[config.mk]
export PLATFORM = sky130hd
export DESIGN_NAME = gpio_serial_loader
export DESIGN_NICKNAME = d
export VERILOG_FILES = /design/src/rtl/gpio_serial_pkg.sv /design/src/rtl/gpio_serial_tick.sv /design/src/rtl/gpio_serial_loader.sv
export SDC_FILE = /design/constraint.sdc
export NUM_CORES = 1
export LEC_CHECK = 0
export BUFFER_PORTS_ARGS = -buffer_cell sky130_fd_sc_hd__buf_2
export CAP_MARGIN = 10
export CORE_ASPECT_RATIO = 0.9
export CORE_MARGIN = 10
export CORE_UTILIZATION = 40
export DETAILED_ROUTE_END_ITERATION = 8
export HOLD_SLACK_MARGIN = 0.12
export SLEW_MARGIN = 20
export SYNTH_ARGS = -nofsm -noshare
export SYNTH_HDL_FRONTEND = slang
export SYNTH_SLANG_ARGS = --single-unit
[constraint.sdc]
create_clock -name wb_clk_i -period 2.8 [get_ports wb_clk_i]
set_clock_uncertainty 0.15 [all_clocks]
set_input_delay 0.42 -clock wb_clk_i [delete_from_list [all_inputs] [get_ports wb_clk_i]]
set_output_delay 0.42 -clock wb_clk_i [all_outputs]
set_load 0.02 [all_outputs]
[src/rtl/gpio_serial_pkg.sv]
// Shared types and defaults for the GPIO configuration chain loader.
// The optional bit-bang override is enabled with the GPIO_BITBANG_EN macro in gpio_serial_loader.
package gpio_serial_pkg;

  localparam int NUM_GPIO_DEFAULT = 19;
  localparam int CFG_BITS_DEFAULT = 13;
  localparam int CLK_DIV_DEFAULT  = 4;
  localparam int IDX_W            = 6;

  typedef enum logic [2:0] {
    ST_IDLE,
    ST_FETCH,
    ST_SHIFT_LO,
    ST_SHIFT_HI,
    ST_LOAD,
    ST_DONE
  } state_t;

endpackage

[src/rtl/gpio_serial_tick.sv]
// Phase timer for the serial chain clock: a down-counter that flags the last cycle of each
// CLK_DIV-long phase and restarts whenever the sequencer changes state or is idle.
module gpio_serial_tick
  import gpio_serial_pkg::*;
#(
  parameter int CLK_DIV = CLK_DIV_DEFAULT
) (
  input  logic wb_clk_i,
  input  logic wb_rst_i,
  input  logic en,
  input  logic clr,
  output logic phase_end
);

  localparam int CNT_W = $clog2(CLK_DIV + 1);
  localparam logic [CNT_W-1:0] CNT_LOAD = CNT_W'(CLK_DIV - 1);

  logic [CNT_W-1:0] cnt_q;

  assign phase_end = en && (cnt_q == '0);

  always_ff @(posedge wb_clk_i or posedge wb_rst_i) begin
    if (wb_rst_i) begin
      cnt_q <= CNT_LOAD;
    end else if (clr || !en || phase_end) begin
      cnt_q <= CNT_LOAD;
    end else begin
      cnt_q <= cnt_q - 1'b1;
    end
  end

endmodule

[src/rtl/gpio_serial_loader.sv]
// Shifts every pad's config word MSB-first into both GPIO chains, then strobes serial_load.
// Define GPIO_BITBANG_EN to add bb_* inputs that drive the chain pins directly while idle.
//
// state    | meaning
// IDLE     | waiting for start or pending rerun
// FETCH    | capture config words k into shift regs
// SHIFT_LO | serial clock low, present data bit
// SHIFT_HI | serial clock high, data held; shift on exit
// LOAD     | serial clock low, load strobe high
// DONE     | load released, one-cycle done pulse
module gpio_serial_loader
  import gpio_serial_pkg::*;
#(
  parameter int NUM_GPIO_PER_CHAIN = NUM_GPIO_DEFAULT,
  parameter int CFG_BITS           = CFG_BITS_DEFAULT,
  parameter int CLK_DIV            = CLK_DIV_DEFAULT
) (
  input  logic                wb_clk_i,
  input  logic                wb_rst_i,
  input  logic                xfer_start_i,
  output logic                busy_o,
  output logic                done_o,
  output logic [IDX_W-1:0]    cfg_idx1_o,
  output logic [IDX_W-1:0]    cfg_idx2_o,
  input  logic [CFG_BITS-1:0] cfg_data1_i,
  input  logic [CFG_BITS-1:0] cfg_data2_i,
  output logic                serial_clock_o,
  output logic                serial_load_o,
  output logic                serial_resetn_o,
  output logic                serial_data1_o,
  output logic                serial_data2_o
`ifdef GPIO_BITBANG_EN
  ,
  input  logic                bb_enable_i,
  input  logic                bb_resetn_i,
  input  logic                bb_load_i,
  input  logic                bb_clock_i,
  input  logic                bb_data1_i,
  input  logic                bb_data2_i
`endif
);

  localparam int BIT_W  = $clog2(CFG_BITS);
  localparam int WORD_W = $clog2(NUM_GPIO_PER_CHAIN);
  localparam logic [BIT_W-1:0]  FIRST_BIT = BIT_W'(CFG_BITS - 1);
  localparam logic [WORD_W-1:0] LAST_WORD = WORD_W'(NUM_GPIO_PER_CHAIN - 1);

  state_t              state_q, state_d;
  logic [WORD_W-1:0]   word_q, word_d;
  logic [BIT_W-1:0]    bit_q, bit_d;
  logic [CFG_BITS-1:0] sr1_q, sr1_d, sr2_q, sr2_d;
  logic                pend_q, pend_d;
  logic                resetn_q;
  logic                phase_end;
  logic                bb_hold;
  logic                start_ok, run_req;
  logic                fsm_clock, fsm_load, fsm_data1, fsm_data2, shifting;

  assign start_ok = xfer_start_i && !bb_hold;
  assign run_req  = start_ok || (pend_q && !bb_hold);

  gpio_serial_tick #(.CLK_DIV(CLK_DIV)) u_tick (
    .wb_clk_i  (wb_clk_i),
    .wb_rst_i  (wb_rst_i),
    .en        (state_q == ST_SHIFT_LO || state_q == ST_SHIFT_HI || state_q == ST_LOAD),
    .clr       (state_d != state_q),
    .phase_end (phase_end)
  );

  always_ff @(posedge wb_clk_i or posedge wb_rst_i) begin
    if (wb_rst_i) begin
      state_q  <= ST_IDLE;
      word_q   <= '0;
      bit_q    <= '0;
      sr1_q    <= '0;
      sr2_q    <= '0;
      pend_q   <= 1'b0;
      resetn_q <= 1'b0;
    end else begin
      state_q  <= state_d;
      word_q   <= word_d;
      bit_q    <= bit_d;
      sr1_q    <= sr1_d;
      sr2_q    <= sr2_d;
      pend_q   <= pend_d;
      resetn_q <= 1'b1;
    end
  end

  always_comb begin
    state_d = state_q;
    word_d  = word_q;
    bit_d   = bit_q;
    sr1_d   = sr1_q;
    sr2_d   = sr2_q;
    pend_d  = pend_q;
    case (state_q)
      ST_IDLE: begin
        if (run_req) begin
          state_d = ST_FETCH;
          word_d  = '0;
        end
      end
      ST_FETCH: begin
        sr1_d   = cfg_data1_i;
        sr2_d   = cfg_data2_i;
        bit_d   = FIRST_BIT;
        state_d = ST_SHIFT_LO;
      end
      ST_SHIFT_LO: begin
        if (phase_end) state_d = ST_SHIFT_HI;
      end
      ST_SHIFT_HI: begin
        if (phase_end) begin
          sr1_d = {sr1_q[CFG_BITS-2:0], 1'b0};
          sr2_d = {sr2_q[CFG_BITS-2:0], 1'b0};
          if (bit_q != '0) begin
            bit_d   = bit_q - 1'b1;
            state_d = ST_SHIFT_LO;
          end else if (word_q != LAST_WORD) begin
            word_d  = word_q + 1'b1;
            state_d = ST_FETCH;
          end else begin
            state_d = ST_LOAD;
          end
        end
      end
      ST_LOAD: begin
        if (phase_end) state_d = ST_DONE;
      end
      ST_DONE: begin
        word_d  = '0;
        state_d = run_req ? ST_FETCH : ST_IDLE;
      end
      default: state_d = ST_IDLE;
    endcase
    // A start landing in DONE launches the rerun directly, so it is consumed here too.
    if ((state_q == ST_IDLE || state_q == ST_DONE) && state_d == ST_FETCH) begin
      pend_d = 1'b0;
    end else if (start_ok && state_q != ST_IDLE) begin
      pend_d = 1'b1;
    end
  end

  assign shifting   = (state_q == ST_SHIFT_LO) || (state_q == ST_SHIFT_HI);
  assign fsm_clock  = (state_q == ST_SHIFT_HI);
  assign fsm_load   = (state_q == ST_LOAD);
  assign fsm_data1  = shifting && sr1_q[CFG_BITS-1];
  assign fsm_data2  = shifting && sr2_q[CFG_BITS-1];

  assign busy_o     = (state_q != ST_IDLE);
  assign done_o     = (state_q == ST_DONE);
  assign cfg_idx1_o = IDX_W'(NUM_GPIO_PER_CHAIN - 1) - IDX_W'(word_q);
  assign cfg_idx2_o = IDX_W'(NUM_GPIO_PER_CHAIN) + IDX_W'(word_q);

`ifdef GPIO_BITBANG_EN
  logic bb_en_q, bb_resetn_q, bb_load_q, bb_clock_q, bb_data1_q, bb_data2_q;
  logic bb_active;

  always_ff @(posedge wb_clk_i or posedge wb_rst_i) begin
    if (wb_rst_i) begin
      bb_en_q     <= 1'b0;
      bb_resetn_q <= 1'b0;
      bb_load_q   <= 1'b0;
      bb_clock_q  <= 1'b0;
      bb_data1_q  <= 1'b0;
      bb_data2_q  <= 1'b0;
    end else begin
      bb_en_q     <= bb_enable_i;
      bb_resetn_q <= bb_resetn_i;
      bb_load_q   <= bb_load_i;
      bb_clock_q  <= bb_clock_i;
      bb_data1_q  <= bb_data1_i;
      bb_data2_q  <= bb_data2_i;
    end
  end

  // Bit-bang only takes the pins once the sequencer has returned to idle.
  assign bb_active       = bb_en_q && (state_q == ST_IDLE);
  assign bb_hold         = bb_enable_i;
  assign serial_clock_o  = bb_active ? bb_clock_q  : fsm_clock;
  assign serial_load_o   = bb_active ? bb_load_q   : fsm_load;
  assign serial_resetn_o = bb_active ? bb_resetn_q : resetn_q;
  assign serial_data1_o  = bb_active ? bb_data1_q  : fsm_data1;
  assign serial_data2_o  = bb_active ? bb_data2_q  : fsm_data2;
`else
  assign bb_hold         = 1'b0;
  assign serial_clock_o  = fsm_clock;
  assign serial_load_o   = fsm_load;
  assign serial_resetn_o = resetn_q;
  assign serial_data1_o  = fsm_data1;
  assign serial_data2_o  = fsm_data2;
`endif

endmodule

# [After elaboration in Yosys (flattened, before gate mapping)]
# Index checks and enable logic that the tools add are counted.
# W data, S select, Z words.
[totals] reg_bits=43 input_bits=29 wordCells=71 out_inout_bits=19
[op_classes] addsub=5 muxes=23 n_eq_ne=13 n_reduce_logical=22
[ops] cell="$pmux W13 S2" count=2
[ops] cell="$mux W13" count=2
[ops] cell="$mux W3" count=7
[ops] cell="$mux W5" count=4
[ops] cell="$pmux W3 S6" count=1
[ops] cell="$pmux W5 S3" count=1
[ops] cell="$mux W4" count=2
[ops] cell="$pmux W4 S2" count=1
[ops] cell="$add A5 B5 Y6 const A" count=1
[ops] cell="$eq A3 B1 Y1 const B" count=2
[ops] cell="$eq A3 B2 Y1 const B" count=2
[ops] cell="$eq A3 B3 Y1 const B" count=2
[ops] cell="$logic_not A3 Y1" count=2
[ops] cell="$logic_or A1 B1 Y1" count=6
[ops] cell="$ne A2 B1 Y1 const B" count=3
[ops] cell="$reduce_bool A3 Y1" count=2
[ops] cell="$sub A5 B5 Y6 const A" count=1
[ops] cell="$add A5 B1 Y5 const B" count=1
[ops] cell="$logic_and A1 B1 Y1" count=5
[ops] cell="$ne A5 B5 Y1 const B" count=1
[ops] cell="$reduce_and A5 Y1" count=1
[ops] cell="$ne A2 B2 Y1 const B" count=2
[ops] cell="$reduce_bool A2 Y1" count=2
[ops] cell="$reduce_bool A4 Y1" count=1
[ops] cell="other kinds (7)" count=9

# [Logic depth before layout (Yosys ltp)]
[logic_depth] ltp_word=10 depth_mapped=9 ltp_nobuf=7

# [Cells and area by module]
# From an unflattened synthesis, not the netlist that was laid out.
[unflattened] cells_unflattened=237 area_unflattened_um2=2422.3
[modules_own_cells] module="gpio_serial_loader" seq_area_each_um2=1001.0 cells_each=224 area_each_um2=2260.9 instances=1
[modules_own_cells] module="gpio_serial_tick" seq_area_each_um2=77.6 cells_each=13 area_each_um2=161.4 instances=1

# [Worst setup path after synthesis]
# OpenSTA, ideal clock, no wires.
[synth_path] path_kind="flip-flop to flip-flop" start="register word_q[0]" end="register word_q[4]" path_buffers=0 synth_period_minus_slack_ns=2.046 arrival_ns=1.758 stages_incl_launch_ff=7 slack_ns=0.754 path_cell_list="dfrtp_1 inv_1 ha_1 and4bb_2 or4_4 o21ai_2 a31oi_1"
[synth_via] elab_chain_cells=5 word_cells_on_any_way=8 cone_classes="add/sub: 1; eq/ne: 2; mux: 4; reduce/logical: 1"
[synth_rtl] element="start, declared" line_no="gpio_serial_loader.sv:49" source="logic [WORD_W-1:0] word_q, word_d;"
[synth_rtl] element="start signal, assigned" line_no="gpio_serial_loader.sv:81" source="word_q <= word_d;"
[synth_rtl] element="$add A5 B1 Y5" line_no="gpio_serial_loader.sv:121" source="word_d = word_q + 1'b1;"
[synth_rtl] element="$mux W5" line_no="gpio_serial_loader.sv:120" source="end else if (word_q != LAST_WORD) begin"
[synth_rtl] element="$mux W5" line_no="gpio_serial_loader.sv:117" source="if (bit_q != '0) begin"
[synth_rtl] element="$mux W5" line_no="gpio_serial_loader.sv:114" source="if (phase_end) begin"
[synth_rtl] element="$pmux W5 S3" line_no="gpio_serial_loader.sv:97" source="case (state_q)"
# Parallel ways exist; a longest one is shown, timed or not. The select of a mux whose other input is x is not followed.
# A chain may end at the register's enable or synchronous reset.

# [Worst setup path in the final report]
[layout_path] start="register state_q[1]" end="output serial_data1_o"
[layout_via] elab_chain_cells=3 word_cells_on_any_way=4 cone_classes="eq/ne: 2; reduce/logical: 2"
[layout_rtl] element="start, declared" line_no="gpio_serial_loader.sv:48" source="state_t state_q, state_d;"
[layout_rtl] element="start signal, assigned" line_no="gpio_serial_loader.sv:80" source="state_q <= state_d;"
[layout_rtl] element="$eq A3 B2 Y1" line_no="gpio_serial_loader.sv:145" source="assign shifting = (state_q == ST_SHIFT_LO) || (state_q == ST_SHIFT_HI);"
[layout_rtl] element="$logic_or A1 B1 Y1 (*)" line_no="gpio_serial_loader.sv:145"
[layout_rtl] element="$logic_and A1 B1 Y1 (*)" line_no="gpio_serial_loader.sv:148" source="assign fsm_data1 = shifting && sr1_q[CFG_BITS-1];"
[layout_rtl] element="end, declared" line_no="gpio_serial_loader.sv:30" source="output logic serial_data1_o,"
# Mark *: on every way between the ends. The rest lies on a longest branch, timed or not.

==> impl_metrics.tcl <==
set metrics [dict create \
    cts_sinks 43 \
    tns_ns 0 \
    synthMuxAreaShare 0.106 \
    post-route-min-period_ns 2.22 \
    clk_pin_slew_ns 0.08 \
    synth_ff_type "dfrtp_1" \
    tritoncts "built" \
    place_area_um2 2540 \
    synth_top_family_by_area "simple AND/OR/NAND/NOR gates" \
    synth-edff-count 0 \
    power_density_nw_per_um2 418 \
    whs_path_depth 2 \
    drt_iter0_markers 57 \
    p_leak_nw 1.43 \
    post_cts_buffers 0 \
    crit_chain "nor2b_1, and2_1, buf_2" \
    synth-simple-area-share 0.165 \
    synth_nets 272 \
    syn_area_um2 2270 \
    worst_slew_pin_slew_ns 0.895 \
    wire_per_inst_um 14.4 \
    seq_area_frac_synth 0.475 \
    grt_overflow 0 \
    place_inst 338 \
    seqPwrFrac 0.576 \
    grt_pass1_wl_um 8580 \
    cts_made_buffers 5 \
    syn_avg_cell_area_um2 9.59 \
    yosysTopAreaCell "dfrtp_1" \
    grt_setup_unrepaired "no" \
    final_area_um2 2640 \
    drv_cap 0 \
    groute.usage.overall 0.111 \
    hp-class "input pin to flip-flop" \
    initial_core_util 0.422 \
    synth_common_cells "dfrtp_1 (41), nand2_1 (33), o21ai_0 (30), mux2i_1 (24), inv_1 (12)" \
    slew_viol_final 0 \
    max_slew_margin 0.400 \
    fmax_mhz 450 \
    fp.dieArea_um2 9100 \
    yosysMostFrequentCell "dfrtp_1" \
    insertion_delay_ns 0.29 \
    worstPathMaxFanout 13 \
    vias 1704 \
    rows 25 \
    worstPathRequired_ns 2.23 \
    p_int_w 0.000859 \
    ant_nets 0 \
    fin_cells 347 \
    hpwl_um 3670 \
    synthCells 237 \
    place.gp.congestion 0.771 \
    status "finished clean" \
    yosysTopAreaCellShare 0.452 \
    cp_slowest_cell "dfrtp_1" \
    antenna_found_initial 0 \
    wl_um 4990 \
    drt_pass1_iterations 4 \
    switching_share 0.223 \
    p_clk_frac 0.370 \
    met3_length_um 145 \
    core_um2 5380 \
    highest-signal-layer "met4" \
    num_antenna_cells 0 \
    synth-xor-area-share 0.0270 \
    synth_compound_area_frac 0.138 \
    synth_adder_area_share 0.0330 \
    fin_nets 314 \
    synth.distinct_cells 43 \
    wl_met2_um 2350 \
    io_buffers 47 \
    criticalPathCategory "flip-flop to output port" \
    critPathLaunchType "flip-flop" \
    setup_violations 0 \
    post-route-period-util 0.793 \
    end_kind "output port" \
    chipHeight_um 91.5 \
    ys_ff_latch 43 \
    worstPathArrival_ns 1.65 \
    hold_viol 0 \
    drt-met1-wl_um 2450 \
    postLayoutCoreUtil 0.491 \
    slowest_delay_ns 0.60 \
    async_reset_ff_frac 1.00 \
    power_w 0.00111 \
    cts_htree_levels 2 \
    drc 0 \
    reg2reg_depth 7 \
    clockRootBuffer "clkbuf_8" \
    boundaryPins 48 \
    grt_max_degree 51 \
    synth_top_cells_by_area "dfrtp_1 (45%), mux2i_1 (11%), o21ai_0 (6.6%)" \
    ir_worst_vdd_uv 242 \
    via_per_inst 4.91 \
    grt_pass1_vias 1796 \
    p_sw_w 0.000246 \
    area_delta_synth_final_pct 16.3 \
    final_layout_size_suffix_gt1_frac 0.239 \
    combPwrFrac 0.054 \
    cts_resized 0 \
    fill_cells 531 \
    clockBufferDepth 2 \
    dieWidth_um 99.4 \
    yosysWarnings 0 \
]
repair_timing:
item,CTS,global route
setup endpoints to repair,0,0
endpoints found under the hold margin,22,0
hold buffers,1,0
path summary, 6_finish.rpt:
path                                      start  slack [ns]              end
worst max-delay path                 state_q[1]        0.58   serial_data1_o
worst min-delay path             cfg_data2_i[0]        0.20         sr2_q[0]
worst max register to register  u_tick.cnt_q[0]        0.61         sr2_q[8]
worst min register to register  u_tick.cnt_q[0]        0.30  u_tick.cnt_q[0]
max in group asynchronous              wb_rst_i        1.29         sr1_q[3]
min in group asynchronous              wb_rst_i        0.60         sr2_q[3]
worst max-delay path, delay by kind of cell (launching register included):
family,cells,cell delay (ns)
DFF,1,0.60
and+or+nand+nor,2,0.59
buffers and inverters,1,0.17
kinds of logic after synthesis:
group,count (synthesis)
flip-flops,43
AO/OA/AOI/OAI,54
adder cells (fa/ha/maj),6
other,1
buffers and inverters,29
multiplexers,24
XOR/XNOR,7
AND/OR/NAND/NOR,73
layer usage:
metal,GRT usage,vias up
met3,0.0295,4
met2,0.180,21
li1,-,888
met1,0.142,791
met5,0,-
met4,0.0322,0
flip-flops by register name, summed over array words and instances, names as in the netlist:
register         flops
serial_resetn_o      1
u_tick.cnt_q         3
word_q               5
state_q              3
sr2_q               13
pend_q               1
sr1_q               13
bit_q                4
metrics by stage:
stage          setup WS (ns)  hold slack, ns
2_1_floorplan          0.754           0.271
3_3_place_gp           0.679           0.281
3_5_place_dp           0.615           0.286
4_1_cts                0.565           0.191
5_1_grt                0.411           0.190
6_report               0.580           0.202
final cells by class:
type / count / area (um^2) / area share
multi-input combinational: 165 / 1070 / 0.404
timing repair buffer: 52 / 275 / 0.104
sequential: 43 / 1080 / 0.408
clock inverter: 1 / 5.00 / 0.00189
clock buffer: 7 / 86.3 / 0.0327
inverter: 12 / 45.0 / 0.0170
tap: 67 / 83.8 / 0.0317
placed cells by master, fill, tap and decap left out, drive strengths merged, types with 3 or more instances in the layout:
cell type,n
buf,51
dfrtp,41
nand2,33
o21ai,31
mux2i,24
inv,11
nor2,10
a21oi,8
clkbuf,7
ha,6
nand3,4
nor3,4
xnor2,4
nor2b,3
nand2b,3
and2,3
xor2,3
a31oi,3
power by group through the flow:
stage / logic, W / registers (W) / clock network, W
6_report: 0.0000592 / 0.000637 / 0.000409
5_1_grt: 0.0000691 / 0.000639 / 0.000459
4_1_cts: 0.0000614 / 0.000637 / 0.000424
3_5_place_dp: 0.0000604 / 0.000649 / 0
3_3_place_gp: 0.0000597 / 0.000649 / 0
2_1_floorplan: 0.0000279 / 0.000649 / 0
Note: power is estimated with default switching activity, not from simulation.
